[src/rtl/glitch_pkg.sv]
// -----------------------------------------------------------------------------
// glitch_pkg
// Shared definitions for the glitch command controller:
//   - UART command opcodes (prefix byte and command bytes)
//   - controller FSM state enumeration
//   - configuration target enumeration and the opcode -> target decoder
// -----------------------------------------------------------------------------
package glitch_pkg;

    // Command opcodes
    localparam logic [7:0] CMD_PREFIX    = 8'h00;
    localparam logic [7:0] CMD_RESET     = 8'hFF;
    localparam logic [7:0] CMD_BOARD_RST = 8'hFE;
    localparam logic [7:0] CMD_WIDTH     = 8'h10;
    localparam logic [7:0] CMD_PCOUNT    = 8'h11;
    localparam logic [7:0] CMD_DELAY0    = 8'h20;
    localparam logic [7:0] CMD_DELAY1    = 8'h21;
    localparam logic [7:0] CMD_DELAY2    = 8'h22;
    localparam logic [7:0] CMD_DELAY3    = 8'h23;

    // Controller states
    typedef enum logic [1:0] {
        IDLE = 2'd0,
        CMD  = 2'd1,
        ARG  = 2'd2,
        PASS = 2'd3
    } state_t;

    // Configuration register selected by a write opcode
    typedef enum logic [2:0] {
        TGT_WIDTH  = 3'd0,
        TGT_PCOUNT = 3'd1,
        TGT_DELAY0 = 3'd2,
        TGT_DELAY1 = 3'd3,
        TGT_DELAY2 = 3'd4,
        TGT_DELAY3 = 3'd5
    } tgt_t;

    typedef struct packed {
        logic valid;   // opcode is a register-write command
        tgt_t tgt;     // register it writes
    } tgt_dec_t;

    // Maps a write opcode to its target register; valid=0 for anything else.
    function automatic tgt_dec_t decode_target(input logic [7:0] op);
        tgt_dec_t d;
        d.valid = 1'b1;
        d.tgt   = TGT_WIDTH;
        case (op)
            CMD_WIDTH:  d.tgt = TGT_WIDTH;
            CMD_PCOUNT: d.tgt = TGT_PCOUNT;
            CMD_DELAY0: d.tgt = TGT_DELAY0;
            CMD_DELAY1: d.tgt = TGT_DELAY1;
            CMD_DELAY2: d.tgt = TGT_DELAY2;
            CMD_DELAY3: d.tgt = TGT_DELAY3;
            default:    d.valid = 1'b0;
        endcase
        return d;
    endfunction

endpackage

[src/rtl/pulse_stretch.sv]
// -----------------------------------------------------------------------------
// pulse_stretch
// Turns a one-cycle start strobe into a pulse exactly CYCLES clocks long.
// A start while the pulse is running restarts the count; clear ends it at once.
//
// Parameters:
//   CYCLES  pulse length in clk cycles
// Ports:
//   clk    clock
//   rst    asynchronous active-high reset
//   start  one-cycle strobe, (re)loads the count
//   clear  one-cycle strobe, terminates the pulse
//   pulse  high while the count is nonzero
// -----------------------------------------------------------------------------
module pulse_stretch #(
    parameter int CYCLES = 16
) (
    input  logic clk,
    input  logic rst,
    input  logic start,
    input  logic clear,
    output logic pulse
);

    localparam int CW = $clog2(CYCLES + 1);

    logic [CW-1:0] count;

    // NOTE: sequential state uses non-blocking assignments so every register
    // samples the pre-edge values of the others, independent of block order.
    always_ff @(posedge clk or posedge rst) begin
        if (rst) begin
            count <= '0;
        end else if (start) begin
            count <= CW'(CYCLES);
        end else if (clear) begin
            count <= '0;
        end else if (count != '0) begin
            count <= count - CW'(1);
        end
    end

    assign pulse = (count != '0);

endmodule

[src/rtl/glitch_cmd_ctrl.sv]
// -----------------------------------------------------------------------------
// glitch_cmd_ctrl
// UART byte command decoder for a glitch engine. A 0x00 prefix introduces a
// command (reset, board reset + arm, or a register write followed by one
// argument byte). A nonzero byte in IDLE opens a passthrough window of that
// many bytes, forwarded through a one-entry holding register.
//
// Build option: define GLITCH_CMD_PASSTHROUGH_EN to implement the passthrough
// path. Without it, nonzero bytes in IDLE are rejected with err and the pt_*
// outputs are tied off.
//
// Parameters:
//   RST_CYCLES      board_rst pulse length in clk cycles
//   TIMEOUT_CYCLES  idle cycles in CMD/ARG before the command is abandoned
// Ports:
//   clk, rst      clock, asynchronous active-high reset
//   rx_data       received UART byte
//   rx_valid      one-cycle strobe qualifying rx_data
//   glitch_busy   glitch engine running; blocks arm and register writes
//   width         glitch pulse width
//   pulse_count   glitch pulse count
//   delay         delay before glitch, written one byte at a time
//   glitch_arm    one-cycle arm strobe
//   board_rst     target reset, RST_CYCLES long
//   sys_rst       one-cycle soft reset to the rest of the design
//   pt_data       passthrough byte
//   pt_valid      pt_data valid, held until pt_ready
//   pt_ready      passthrough consumer accepts the byte
//   err           one-cycle strobe for rejected, unknown or dropped bytes
// -----------------------------------------------------------------------------
module glitch_cmd_ctrl
    import glitch_pkg::*;
#(
    parameter int RST_CYCLES     = 16,
    parameter int TIMEOUT_CYCLES = 65535
) (
    input  logic        clk,
    input  logic        rst,
    input  logic [7:0]  rx_data,
    input  logic        rx_valid,
    input  logic        glitch_busy,
    output logic [7:0]  width,
    output logic [7:0]  pulse_count,
    output logic [31:0] delay,
    output logic        glitch_arm,
    output logic        board_rst,
    output logic        sys_rst,
    output logic [7:0]  pt_data,
    output logic        pt_valid,
    input  logic        pt_ready,
    output logic        err
);

    localparam int TW = $clog2(TIMEOUT_CYCLES + 1);

    state_t        state, state_next;
    tgt_t          tgt;
    tgt_dec_t      cmd_dec;
    logic [TW-1:0] idle_cnt;
    logic          in_cmd;
    logic          timeout;

    // Decisions made by the FSM for the current cycle
    logic arm_set, sys_set, err_set;
    logic tgt_load, cfg_write, cfg_clear;
    logic bst_start, bst_clear;

`ifdef GLITCH_CMD_PASSTHROUGH_EN
    logic [7:0] countdown;
    logic [7:0] hold_data;
    logic       hold_valid;
    logic       cnt_load, pass_byte, pt_load;
`endif

    assign cmd_dec = decode_target(rx_data);
    assign in_cmd  = (state == CMD) || (state == ARG);
    // Abandon a half-received command after TIMEOUT_CYCLES silent cycles.
    assign timeout = in_cmd && !rx_valid && (idle_cnt == TW'(TIMEOUT_CYCLES - 1));

    always_ff @(posedge clk or posedge rst) begin
        if (rst) begin
            state <= IDLE;
        end else begin
            state <= state_next;
        end
    end

    // NOTE: every signal driven here gets a default first, so no path through
    // the case statement leaves a value unassigned and no latch is inferred.
    always_comb begin
        state_next = state;
        arm_set    = 1'b0;
        sys_set    = 1'b0;
        err_set    = 1'b0;
        tgt_load   = 1'b0;
        cfg_write  = 1'b0;
        cfg_clear  = 1'b0;
        bst_start  = 1'b0;
        bst_clear  = 1'b0;
`ifdef GLITCH_CMD_PASSTHROUGH_EN
        cnt_load   = 1'b0;
        pass_byte  = 1'b0;
        pt_load    = 1'b0;
`endif
        case (state)
            IDLE: begin
                if (rx_valid) begin
                    if (rx_data == CMD_PREFIX) begin
                        state_next = CMD;
                    end else begin
`ifdef GLITCH_CMD_PASSTHROUGH_EN
                        cnt_load   = 1'b1;
                        state_next = PASS;
`else
                        err_set    = 1'b1;
`endif
                    end
                end
            end
            CMD: begin
                if (rx_valid) begin
                    state_next = IDLE;
                    if (rx_data == CMD_RESET) begin
                        sys_set   = 1'b1;
                        cfg_clear = 1'b1;
                        bst_clear = 1'b1;
                    end else if (rx_data == CMD_BOARD_RST) begin
                        if (glitch_busy) begin
                            err_set = 1'b1;
                        end else begin
                            arm_set   = 1'b1;
                            bst_start = 1'b1;
                        end
                    end else if (cmd_dec.valid) begin
                        tgt_load   = 1'b1;
                        state_next = ARG;
                    end else begin
                        err_set = 1'b1;
                    end
                end else if (timeout) begin
                    state_next = IDLE;
                end
            end
            ARG: begin
                if (rx_valid) begin
                    state_next = IDLE;
                    if (glitch_busy) begin
                        err_set = 1'b1;
                    end else begin
                        cfg_write = 1'b1;
                    end
                end else if (timeout) begin
                    state_next = IDLE;
                end
            end
            PASS: begin
`ifdef GLITCH_CMD_PASSTHROUGH_EN
                if (rx_valid) begin
                    pass_byte = 1'b1;
                    // Full and not draining this cycle: the byte is lost.
                    if (hold_valid && !pt_ready) begin
                        err_set = 1'b1;
                    end else begin
                        pt_load = 1'b1;
                    end
                    if (countdown == 8'd1) begin
                        state_next = IDLE;
                    end
                end
`else
                state_next = IDLE;
`endif
            end
            default: state_next = IDLE;
        endcase
    end

    // Consecutive silent cycles while a command is open
    always_ff @(posedge clk or posedge rst) begin
        if (rst) begin
            idle_cnt <= '0;
        end else if (in_cmd && !rx_valid && !timeout) begin
            idle_cnt <= idle_cnt + TW'(1);
        end else begin
            idle_cnt <= '0;
        end
    end

    // Latched write target and configuration registers
    always_ff @(posedge clk or posedge rst) begin
        if (rst) begin
            tgt         <= TGT_WIDTH;
            width       <= 8'h00;
            pulse_count <= 8'h00;
            delay       <= 32'h0000_0000;
        end else begin
            if (tgt_load) begin
                tgt <= cmd_dec.tgt;
            end
            if (cfg_clear) begin
                width       <= 8'h00;
                pulse_count <= 8'h00;
                delay       <= 32'h0000_0000;
            end else if (cfg_write) begin
                case (tgt)
                    TGT_WIDTH:  width         <= rx_data;
                    TGT_PCOUNT: pulse_count   <= rx_data;
                    TGT_DELAY0: delay[7:0]    <= rx_data;
                    TGT_DELAY1: delay[15:8]   <= rx_data;
                    TGT_DELAY2: delay[23:16]  <= rx_data;
                    TGT_DELAY3: delay[31:24]  <= rx_data;
                    default:    width         <= width;
                endcase
            end
        end
    end

    // One-cycle strobes, registered so they are glitch-free
    always_ff @(posedge clk or posedge rst) begin
        if (rst) begin
            glitch_arm <= 1'b0;
            sys_rst    <= 1'b0;
            err        <= 1'b0;
        end else begin
            glitch_arm <= arm_set;
            sys_rst    <= sys_set;
            err        <= err_set;
        end
    end

    pulse_stretch #(
        .CYCLES (RST_CYCLES)
    ) u_board_rst (
        .clk   (clk),
        .rst   (rst),
        .start (bst_start),
        .clear (bst_clear),
        .pulse (board_rst)
    );

`ifdef GLITCH_CMD_PASSTHROUGH_EN
    // Passthrough length countdown
    always_ff @(posedge clk or posedge rst) begin
        if (rst) begin
            countdown <= 8'h00;
        end else if (cnt_load) begin
            countdown <= rx_data;
        end else if (pass_byte) begin
            countdown <= countdown - 8'd1;
        end
    end

    // One-entry holding register; a load may coincide with a drain.
    always_ff @(posedge clk or posedge rst) begin
        if (rst) begin
            hold_data  <= 8'h00;
            hold_valid <= 1'b0;
        end else if (pt_load) begin
            hold_data  <= rx_data;
            hold_valid <= 1'b1;
        end else if (hold_valid && pt_ready) begin
            hold_valid <= 1'b0;
        end
    end

    assign pt_data  = hold_data;
    assign pt_valid = hold_valid;
`else
    logic unused_pt_ready;
    assign unused_pt_ready = pt_ready;
    assign pt_data         = 8'h00;
    assign pt_valid        = 1'b0;
`endif

endmodule

[config.mk]
export PLATFORM = sky130hd
export DESIGN_NAME = glitch_cmd_ctrl
export DESIGN_NICKNAME = d
export VERILOG_FILES = /design/src/rtl/glitch_pkg.sv /design/src/rtl/pulse_stretch.sv /design/src/rtl/glitch_cmd_ctrl.sv
export SDC_FILE = /design/constraint.sdc
export NUM_CORES = 1
export LEC_CHECK = 0
export ABC_AREA = 0
export ABC_CLOCK_PERIOD_IN_PS = 4600
export CAP_MARGIN = 20
export CORE_ASPECT_RATIO = 1.5
export CORE_UTILIZATION = 55
export CTS_CLUSTER_SIZE = 24
export DETAILED_ROUTE_END_ITERATION = 8
export PLACE_DENSITY = 0.84
export SLEW_MARGIN = 30
export SYNTH_ARGS = -nofsm -noshare
export SYNTH_HDL_FRONTEND = slang
export SYNTH_SLANG_ARGS = --single-unit
[constraint.sdc]
create_clock -name clk -period 4.6 [get_ports clk]
set_input_delay 0.92 -clock clk [delete_from_list [all_inputs] [get_ports clk]]
set_output_delay 0.92 -clock clk [all_outputs]
set_load 0.005 [all_outputs]
After elaboration in Yosys (flattened, before gate mapping) --
Index checks and enable logic that the tools add are counted.
Word-level totals: flip-flop bits (word level) 77, input port bits 13, output and inout port bits 61, logic and storage cells 111
Cells by class: add/subtract/negate cells 2, equal/unequal tests 19, mux-type cells 51, reductions and logical operators 26
Operator list (number):
- two-way mux 8 bit | 10
- two-way mux 32 bit | 2
- equality test 8 x 6 -> 1 bit, second input constant | 4
- two-way mux 1 bit | 24
- adder 16 x 1 -> 16 bit, second input constant | 1
- equality test 16 bit, second input constant | 1
- equality test 8 x 5 -> 1 bit, second input constant | 2
- equality test 8 bit, second input constant | 2
- two-way mux 16 bit | 1
- two-way mux 2 bit | 8
- two-way mux 5 bit | 3
- one-hot mux 3 bit (5 select lines) | 1
- AND reduction 2 bit | 7
- nonzero test 2 bit | 7
- zero test 8 bit | 1
- one-hot mux 2 bit (4 select lines) | 1
- equality test 3 x 2 -> 1 bit, second input constant | 2
- equality test 3 bit, second input constant | 2
- OR reduction 6 bit | 1
- nonzero test 5 bit | 1
- subtractor 5 x 1 -> 5 bit, second input constant | 1
- equality test 2 bit, second input constant | 2
- inequality test 2 bit, second input constant | 2
- equality test 3 x 1 -> 1 bit, second input constant | 1
- 8 further kinds | 11

Longest topological paths before layout --
Gate-level depths: netlist of run 1.
word-level depth 8, depth in mapped cells 8, mapped depth without buffers 6

Hierarchy --
A second synthesis of run 1 with hierarchy kept.
Second synthesis, totals: cell total of the unflattened synthesis 366, area total of the unflattened synthesis 3773.6 µm²
Modules (own cells, without submodules):
- glitch_cmd_ctrl | instances 1, cells an instance 338, area an instance 3494.6 µm², seq. area each 1801.7 µm²
- pulse_stretch | instances 1, cells an instance 28, area an instance 279.0 µm², seq. area each 125.1 µm²

Worst setup path before layout of run 1 --
No wires, ideal clock.
kind input port to flip-flop, start point input port rx_data[6], end point register tgt[1], setup time 0.121 ns, arrival 2.250 ns, required time 4.479 ns, path slack 2.229 ns, stages on the path 5, buffers on the path 1, cell sequence buf_2 > or4_4 > or4b_4 > a21oi_1 > nor2_1
On the way: longest elaborated chain between the ends 8, elaborated cells on any way between the ends 16, classes of those cells eq/ne: 8; mux: 7; reduce/logical: 1
Ends and longest elaborated chain:
- from (decl) | RTL line glitch_cmd_ctrl.sv:39 | input logic [7:0] rx_data,
- equality test 8 x 6 -> 1 bit or equality test 8 x 5 -> 1 bit (tied branches) | RTL line glitch_pkg.sv:49 | case (op)
- OR reduction 6 bit (no line)
- two-way mux 1 bit | RTL line glitch_pkg.sv:49
- two-way mux 1 bit | RTL line glitch_cmd_ctrl.sv:134 | end else if (cmd_dec.valid) begin
- two-way mux 1 bit | RTL line glitch_cmd_ctrl.sv:127 | end else if (rx_data == CMD_BOARD_RST) begin
- two-way mux 1 bit | RTL line glitch_cmd_ctrl.sv:123 | if (rx_data == CMD_RESET) begin
- two-way mux 1 bit | RTL line glitch_cmd_ctrl.sv:121 | if (rx_valid) begin
- two-way mux 1 bit | RTL line glitch_cmd_ctrl.sv:105 | case (state)
- to (signal assigned) | RTL line glitch_cmd_ctrl.sv:198 | tgt <= cmd_dec.tgt;
- to (decl) | RTL line glitch_cmd_ctrl.sv:57 | tgt_t tgt;
Parallel ways exist; a longest one is shown, timed or not. A chain may end at the register's enable or synchronous reset.

Worst setup path after layout of run 1 --
start point register u_board_rst.count[0], end point output port board_rst
On the way: longest elaborated chain between the ends 1
Ends and longest elaborated chain:
- from (decl) | RTL line pulse_stretch.sv:27 | logic [CW-1:0] count;
- from (signal assigned) | RTL line pulse_stretch.sv:35 | count <= CW'(CYCLES);
- from (signal assigned) | RTL line pulse_stretch.sv:39 | count <= count - CW'(1);
- nonzero test 5 bit | RTL line pulse_stretch.sv:43 | assign pulse = (count != '0);
- to (decl) | RTL line glitch_cmd_ctrl.sv:46 | output logic board_rst,
Every way passes these cells.

==> results.sh, run 1 <==
export IMPL_grt_max_degree=49
export IMPL_gp_congestion=0.854
export IMPL_finalPower_uw=1600
export IMPL_synth_top_area_share_pct=52.2
export IMPL_numCtsBuffers=9
export IMPL_timing_fmax_mhz=335
export IMPL_core_um2=6490
export IMPL_hold_start="delay[26]"
export IMPL_wire_per_inst_um=16.1
export IMPL_clk_latency_ps=360
export IMPL_rows=36
export IMPL_crit_required_ps=3680
export IMPL_dominantRegCellSynth="dfrtp_1"
export IMPL_irDropWorstVdd_uv=285
export IMPL_postPlaceCellArea_um2=4300
export IMPL_cts_root_buf="clkbuf_8"
export IMPL_vias=2791
export IMPL_period_share_pct=64.9
export IMPL_cp_slowest_stage_delay_ps=500
export IMPL_critPathLaunchType="register"
export IMPL_multi_input_area_um2=1590
export IMPL_design_area_um2=4530
export IMPL_synth_async_reset_ratio_pct=100
export IMPL_synth_warnings=0
export IMPL_track_usage_pct=25.7
export IMPL_clock_path_buffers=2
export IMPL_seq_area_frac_synth_pct=52.2
export IMPL_drc_errors=0
export IMPL_report_final_hold_viol_count=0
export IMPL_diodes=0
export IMPL_num_nets_final=439
export IMPL_synthTopCellsByCount="77 x dfrtp_1, 66 x nor2_1, 39 x mux2i_1, 19 x nand2_1, 15 x a21oi_1"
export IMPL_cts_setup_buffers=0
export IMPL_drt_iter0_markers=235
export IMPL_h_tree_depth=3
export IMPL_die_x_um=68.9
export IMPL_clk_pin_slew_ps=80
export IMPL_initial_core_util_pct=57.0
export IMPL_register_area_um2=1930
export IMPL_setup_slack_ps=1620
export IMPL_ios=74
export IMPL_cts_resized=0
export IMPL_cap_violations=0
export IMPL_ys_seq_elements=77
export IMPL_portBuffers=63
export IMPL_setup_violations=0
export IMPL_tightestPinTransition_ps=672
export IMPL_slowest_stage="nor4b_2"
export IMPL_tns_ps=0
export IMPL_via_per_inst=5.60
export IMPL_crit_type="register to primary output"
export IMPL_wirelength_um=8030
export IMPL_powerDensity_nw_per_um2=352
export IMPL_dieArea_um2=7060
export IMPL_slew_headroom_pct=55.1
export IMPL_r2r_start="state[0]"
export IMPL_synth_cells=361
export IMPL_synth_most_common_cell="dfrtp_1"
export IMPL_grt_pass1_vias=2751
export IMPL_grt_overflow_total=0
export IMPL_die_h_um=102
export IMPL_finClkSkew_ps=8.14
export IMPL_cp_arrival_ps=2060
export IMPL_ys_top_cells_by_area="dfrtp_1 52%, mux2i_1 11%, nor2_1 6.7%"
export IMPL_syn_area_per_cell_um2=10.2
export IMPL_path_max_fanout=6
export IMPL_yosys_area_top_type="dfrtp_1"
export IMPL_crit_chain="inv_1 > ha_1 > nor4b_2 > inv_1 > clkdlybuf4s50_1"
export IMPL_fin_util_pct=69.9
export IMPL_pre_cts_slack_ps=1450
export IMPL_tritoncts="yes"
export IMPL_hold_path_class="register to register"
export IMPL_synth_edf_count=0
export IMPL_end_kind="primary output"
export IMPL_path_common_cell="inv_1"
export IMPL_antenna_found_initial=0
export IMPL_synth_area_um2=3690
export IMPL_status="completed"
export IMPL_area_growth_pct=22.7
export IMPL_crit_start="u_board_rst.count[0]"
export IMPL_fin_crit_ps=2980
export IMPL_drive_gt1_share_pct=6.64
export IMPL_n_fill_cell=506
export IMPL_cts_sinks=77
export IMPL_ant_nets=0
export IMPL_final_max_slew_viol_count=0
export IMPL_leakage_uw=0.00214
export IMPL_detail_route_first_pass_iterations=4
export IMPL_hold_buffers=0
export IMPL_rsz0062_at_grt="no"
export IMPL_place_hpwl_um=5520
export IMPL_yosysUniqueCellTypes=44
export IMPL_grt_pass1_wl_um=13000
[report_power, final]
group          switching [uW]  total (uW)  internal [uW]
Combinational             155         270            115
Sequential               41.3         762            720
Clock                     247         566            319
Total                     443        1600           1150
[critical path: cells and delay by family (launching register included)]
| kind | cells | cell delay (ps) |
|---|---|---|
| and+or+nand+nor | 1 | 500 |
| adders and majority gates | 1 | 180 |
| DFF | 1 | 380 |
| buffers and inverters | 3 | 650 |
[flip-flops by register name, summed over array words and instances, names as in the netlist]
| name | count |
|---|---|
| u_board_rst.count | 5 |
| width | 8 |
| delay | 32 |
| sys_rst | 1 |
| err | 1 |
| state | 2 |
| pulse_count | 8 |
| idle_cnt | 16 |
| tgt | 3 |
| glitch_arm | 1 |
[layout by cell type (no fill, tap or decap), drive strengths merged, types with 2 or more instances in the layout]
cell type / synthesis / final
a211oi: 2 / 2
bufinv: 0 / 2
dfrtp: 77 / 77
o21ai: 4 / 4
clkdlybuf4s50: 0 / 63
nor4: 8 / 8
nor3: 10 / 10
or4: 4 / 4
o22ai: 3 / 3
nand4b: 2 / 2
clkbuf: 9 / 10
mux2i: 39 / 39
ha: 9 / 9
conb: 1 / 9
clkinv: 0 / 3
nand3: 14 / 14
a21oi: 15 / 15
nand4: 8 / 8
and3: 2 / 2
or3: 3 / 3
nand2: 19 / 19
buf: 20 / 3
xor2: 3 / 3
a31oi: 2 / 2
nor2: 67 / 67
xnor2: 12 / 12
nand2b: 2 / 2
inv: 13 / 13
nor2b: 2 / 2
[per-stage QoR]
step,instances,hold WS [ps]
4_1_cts,498,530
3_3_place_gp,482,503
5_1_grt,498,555
2_1_floorplan,369,490
3_5_place_dp,482,512
6_report,498,528
[final timing paths]
path                                  end  slack [ps]  cells after the start
setup / recovery                board_rst        1620                      5
hold reg to reg                 delay[26]         530                      2
min in group asynchronous       delay[28]         980                      2
max in group asynchronous  pulse_count[1]        2600                      3
setup reg to reg                delay[10]        2360                      7
hold / removal                  delay[26]         530                      2
[cells by family after synthesis]
logic type / count (synthesis) / share of synthesized area [%]
muxes: 39 / 10.6
AOI/OAI and AO/OA: 31 / 4.94
other: 1 / 0.101
xor gates and xnor gates: 15 / 3.56
adders and majority gates: 9 / 3.05
buffers and inverters: 42 / 6.13
DFF: 77 / 52.2
and+or+nand+nor: 147 / 19.5
[final cells by class]
type / instances / area share [%]
multi-input combinational: 250 / 35.0
sequential: 77 / 42.5
tap: 76 / 2.10
timing repair buffer: 66 / 14.4
clock buffer: 10 / 3.04
inverter: 13 / 1.08
clock inverter: 6 / 1.90
[per-layer routing]
metal	vias to the layer above	track usage, %	part of all wire, %
li1	1328	-	-
met1	1356	30.3	40
met2	89	42.6	53
met3	18	5.58	4.6
met4	0	13.5	2.5
met5	-	0	0
Note: power is estimated with default switching activity, not from simulation.
==> run 2: changes to the inputs <==
- ABC_CLOCK_PERIOD_IN_PS: 4600 -> 3000
- CORE_UTILIZATION: 55 -> 51
- PLACE_DENSITY: 0.84 -> 0.79
- clock period: 4.6 -> 3 ns (I/O delays scaled with it)
==> run 2 against run 1 <==
- clock power grew 50%
- critical path depth grew 1
- register-to-register slack lost 1400 ps
- sequential power grew 52%
- global-route usage shrank 2.3 points
- critical path type unchanged
- critical endpoint unchanged
- largest cell class unchanged
- largest power group unchanged
- highest routed layer unchanged
==> results.sh, run 2 (synthesis gave the netlist of run 1 again) <==
export IMPL_cap_violations=0
export IMPL_grt_pass1_wl_um=13400
export IMPL_netSwitchingFraction_pct=27.9
export IMPL_detail_route_first_pass_iterations=4
export IMPL_layout_cells_non_filler=511
export IMPL_cts_setup_buffers=0
export IMPL_antenna_found_initial=0
export IMPL_whs_endpoint="width[6]"
export IMPL_critPathLaunchType="register"
export IMPL_crit_type="register to primary output"
export IMPL_tritoncts="yes"
export IMPL_register_area_um2=1930
export IMPL_period_share_pct=86.0
export IMPL_portBuffers=63
export IMPL_grt_max_degree=78
export IMPL_wire_per_inst_um=15.9
export IMPL_crit_chain="inv_1 > ha_1 > nor4b_1 > buf_4 > inv_1 > clkdlybuf4s50_1"
export IMPL_cts_resized=0
export IMPL_cts_sinks=77
export IMPL_critPathTopFamily="buffers and inverters"
export IMPL_dp_cells=495
export IMPL_drive_gt1_share_pct=8.55
export IMPL_die_x_um=71.5
export IMPL_wirelength_um=8140
export IMPL_finClkSkew_ps=10.1
export IMPL_tightestPinTransition_ps=600
export IMPL_path_common_cell="inv_1"
export IMPL_num_nets_final=450
export IMPL_finalPower_uw=2430
export IMPL_powerDensity_nw_per_um2=526
export IMPL_tns_ps=0
export IMPL_initial_core_util_pct=53.2
export IMPL_dieArea_um2=7600
export IMPL_power_switching_uw=678
export IMPL_rsz0062_at_grt="no"
export IMPL_ff2ff_path_depth=7
export IMPL_crit_required_ps=2400
export IMPL_setup_slack_ps=420
export IMPL_slowest_stage="clkdlybuf4s50_1"
export IMPL_track_usage_pct=23.3
export IMPL_drt_iter0_markers=238
export IMPL_timing_fmax_mhz=388
export IMPL_r2r_start="state[0]"
export IMPL_rows=37
export IMPL_place_hpwl_um=5520
export IMPL_cp_num_buf_inv=4
export IMPL_drc_errors=0
export IMPL_hold_start="width[6]"
export IMPL_top_regs="delay (32), idle_cnt (16)"
export IMPL_final_cell_mix="77 x dfrtp_1, 65 x nor2_1, 63 x clkdlybuf4s50_1"
export IMPL_p_int_uw=1760
export IMPL_diodes=0
export IMPL_fin_crit_ps=2580
export IMPL_clk_pin_slew_ps=80
export IMPL_clock_power_share_pct=35.0
export IMPL_ios=74
export IMPL_status="completed"
export IMPL_irDropWorstVdd_uv=367
export IMPL_path_max_fanout=6
export IMPL_cts_root_buf="clkbuf_8"
export IMPL_multi_input_area_um2=1580
export IMPL_ff2ff_setup_slack_ps=980
export IMPL_numCtsBuffers=9
export IMPL_r2r_end="delay[9]"
export IMPL_via_per_inst=5.58
export IMPL_hold_buffers=0
export IMPL_cp_slowest_stage_delay_ps=430
export IMPL_h_tree_depth=3
export IMPL_min_path_cells=2
export IMPL_mostFrequentLayoutCell="dfrtp_1"
export IMPL_largest_register_ffs=32
export IMPL_die_h_um=106
export IMPL_clk_latency_ps=360
export IMPL_path_depth=6
export IMPL_area_growth_pct=25.3
export IMPL_combPwrFrac_pct=17.4
export IMPL_slew_headroom_pct=59.6
export IMPL_seq_power_share_pct=47.7
export IMPL_report_final_hold_viol_count=0
export IMPL_grt_overflow_total=0
export IMPL_vias=2849
export IMPL_leakage_uw=0.00220
export IMPL_n_fill_cell=585
export IMPL_clock_path_buffers=2
export IMPL_hold_path_class="register to register"
export IMPL_regMostFlops="delay"
export IMPL_pre_cts_slack_ps=400
export IMPL_gp_congestion=0.837
export IMPL_final_max_slew_viol_count=0
export IMPL_ant_nets=0
export IMPL_grt_pass1_vias=2813
export IMPL_end_kind="primary output"
export IMPL_cp_arrival_ps=1980
export IMPL_core_um2=6940
export IMPL_setup_violations=0
-- run 2: final cells by class --
| type | instances | area share, % |
|---|---|---|
| clock inverter | 6 | 1.89 |
| sequential | 77 | 41.6 |
| timing repair buffer | 77 | 16.4 |
| inverter | 13 | 1.05 |
| tap | 78 | 2.11 |
| clock buffer | 10 | 2.76 |
| multi-input combinational | 250 | 34.1 |
-- run 2: power groups by stage --
stage	Clock [uW]	Sequential [uW]	Combinational [uW]
2_1_floorplan	0	1170	305
3_5_place_dp	0	1180	424
6_report	851	1160	423
4_1_cts	865	1160	426
5_1_grt	907	1170	478
3_3_place_gp	0	1180	408
-- run 2: how the worst max path moves through the flow --
stage | slack, ps | start | to
3_5_place_dp | 400 | rx_data[2] | delay[24]
6_report | 420 | u_board_rst.count[0] | board_rst
4_1_cts | 400 | u_board_rst.count[0] | board_rst
3_3_place_gp | 410 | rx_data[3] | state[1]
2_1_floorplan | 430 | rst | delay[0]
5_1_grt | 320 | u_board_rst.count[0] | board_rst
-- run 2: through the flow --
stage | hold slack [ps] | util (%) | instance area, um2
floorplan | 490 | - | 3720
global placement | 502 | 63.5 | 4410
detailed placement | 511 | 63.5 | 4410
CTS | 524 | 66.6 | 4630
global route | 538 | 66.6 | 4630
finish | 520 | 66.6 | 4630
-- run 2: worst min-delay path, delay by kind of cell, from the launching register on --
family             cells  cell delay (ps)
DFF                    1              380
AOI/OAI and AO/OA      1               50
and+or+nand+nor        1               50
-- run 2: metal layers --
metal,share of wire [%],global-route usage (%)
met5,0,0
met4,3.3,12.7
met3,3.3,5.21
met2,51,39.2
met1,42,27.5
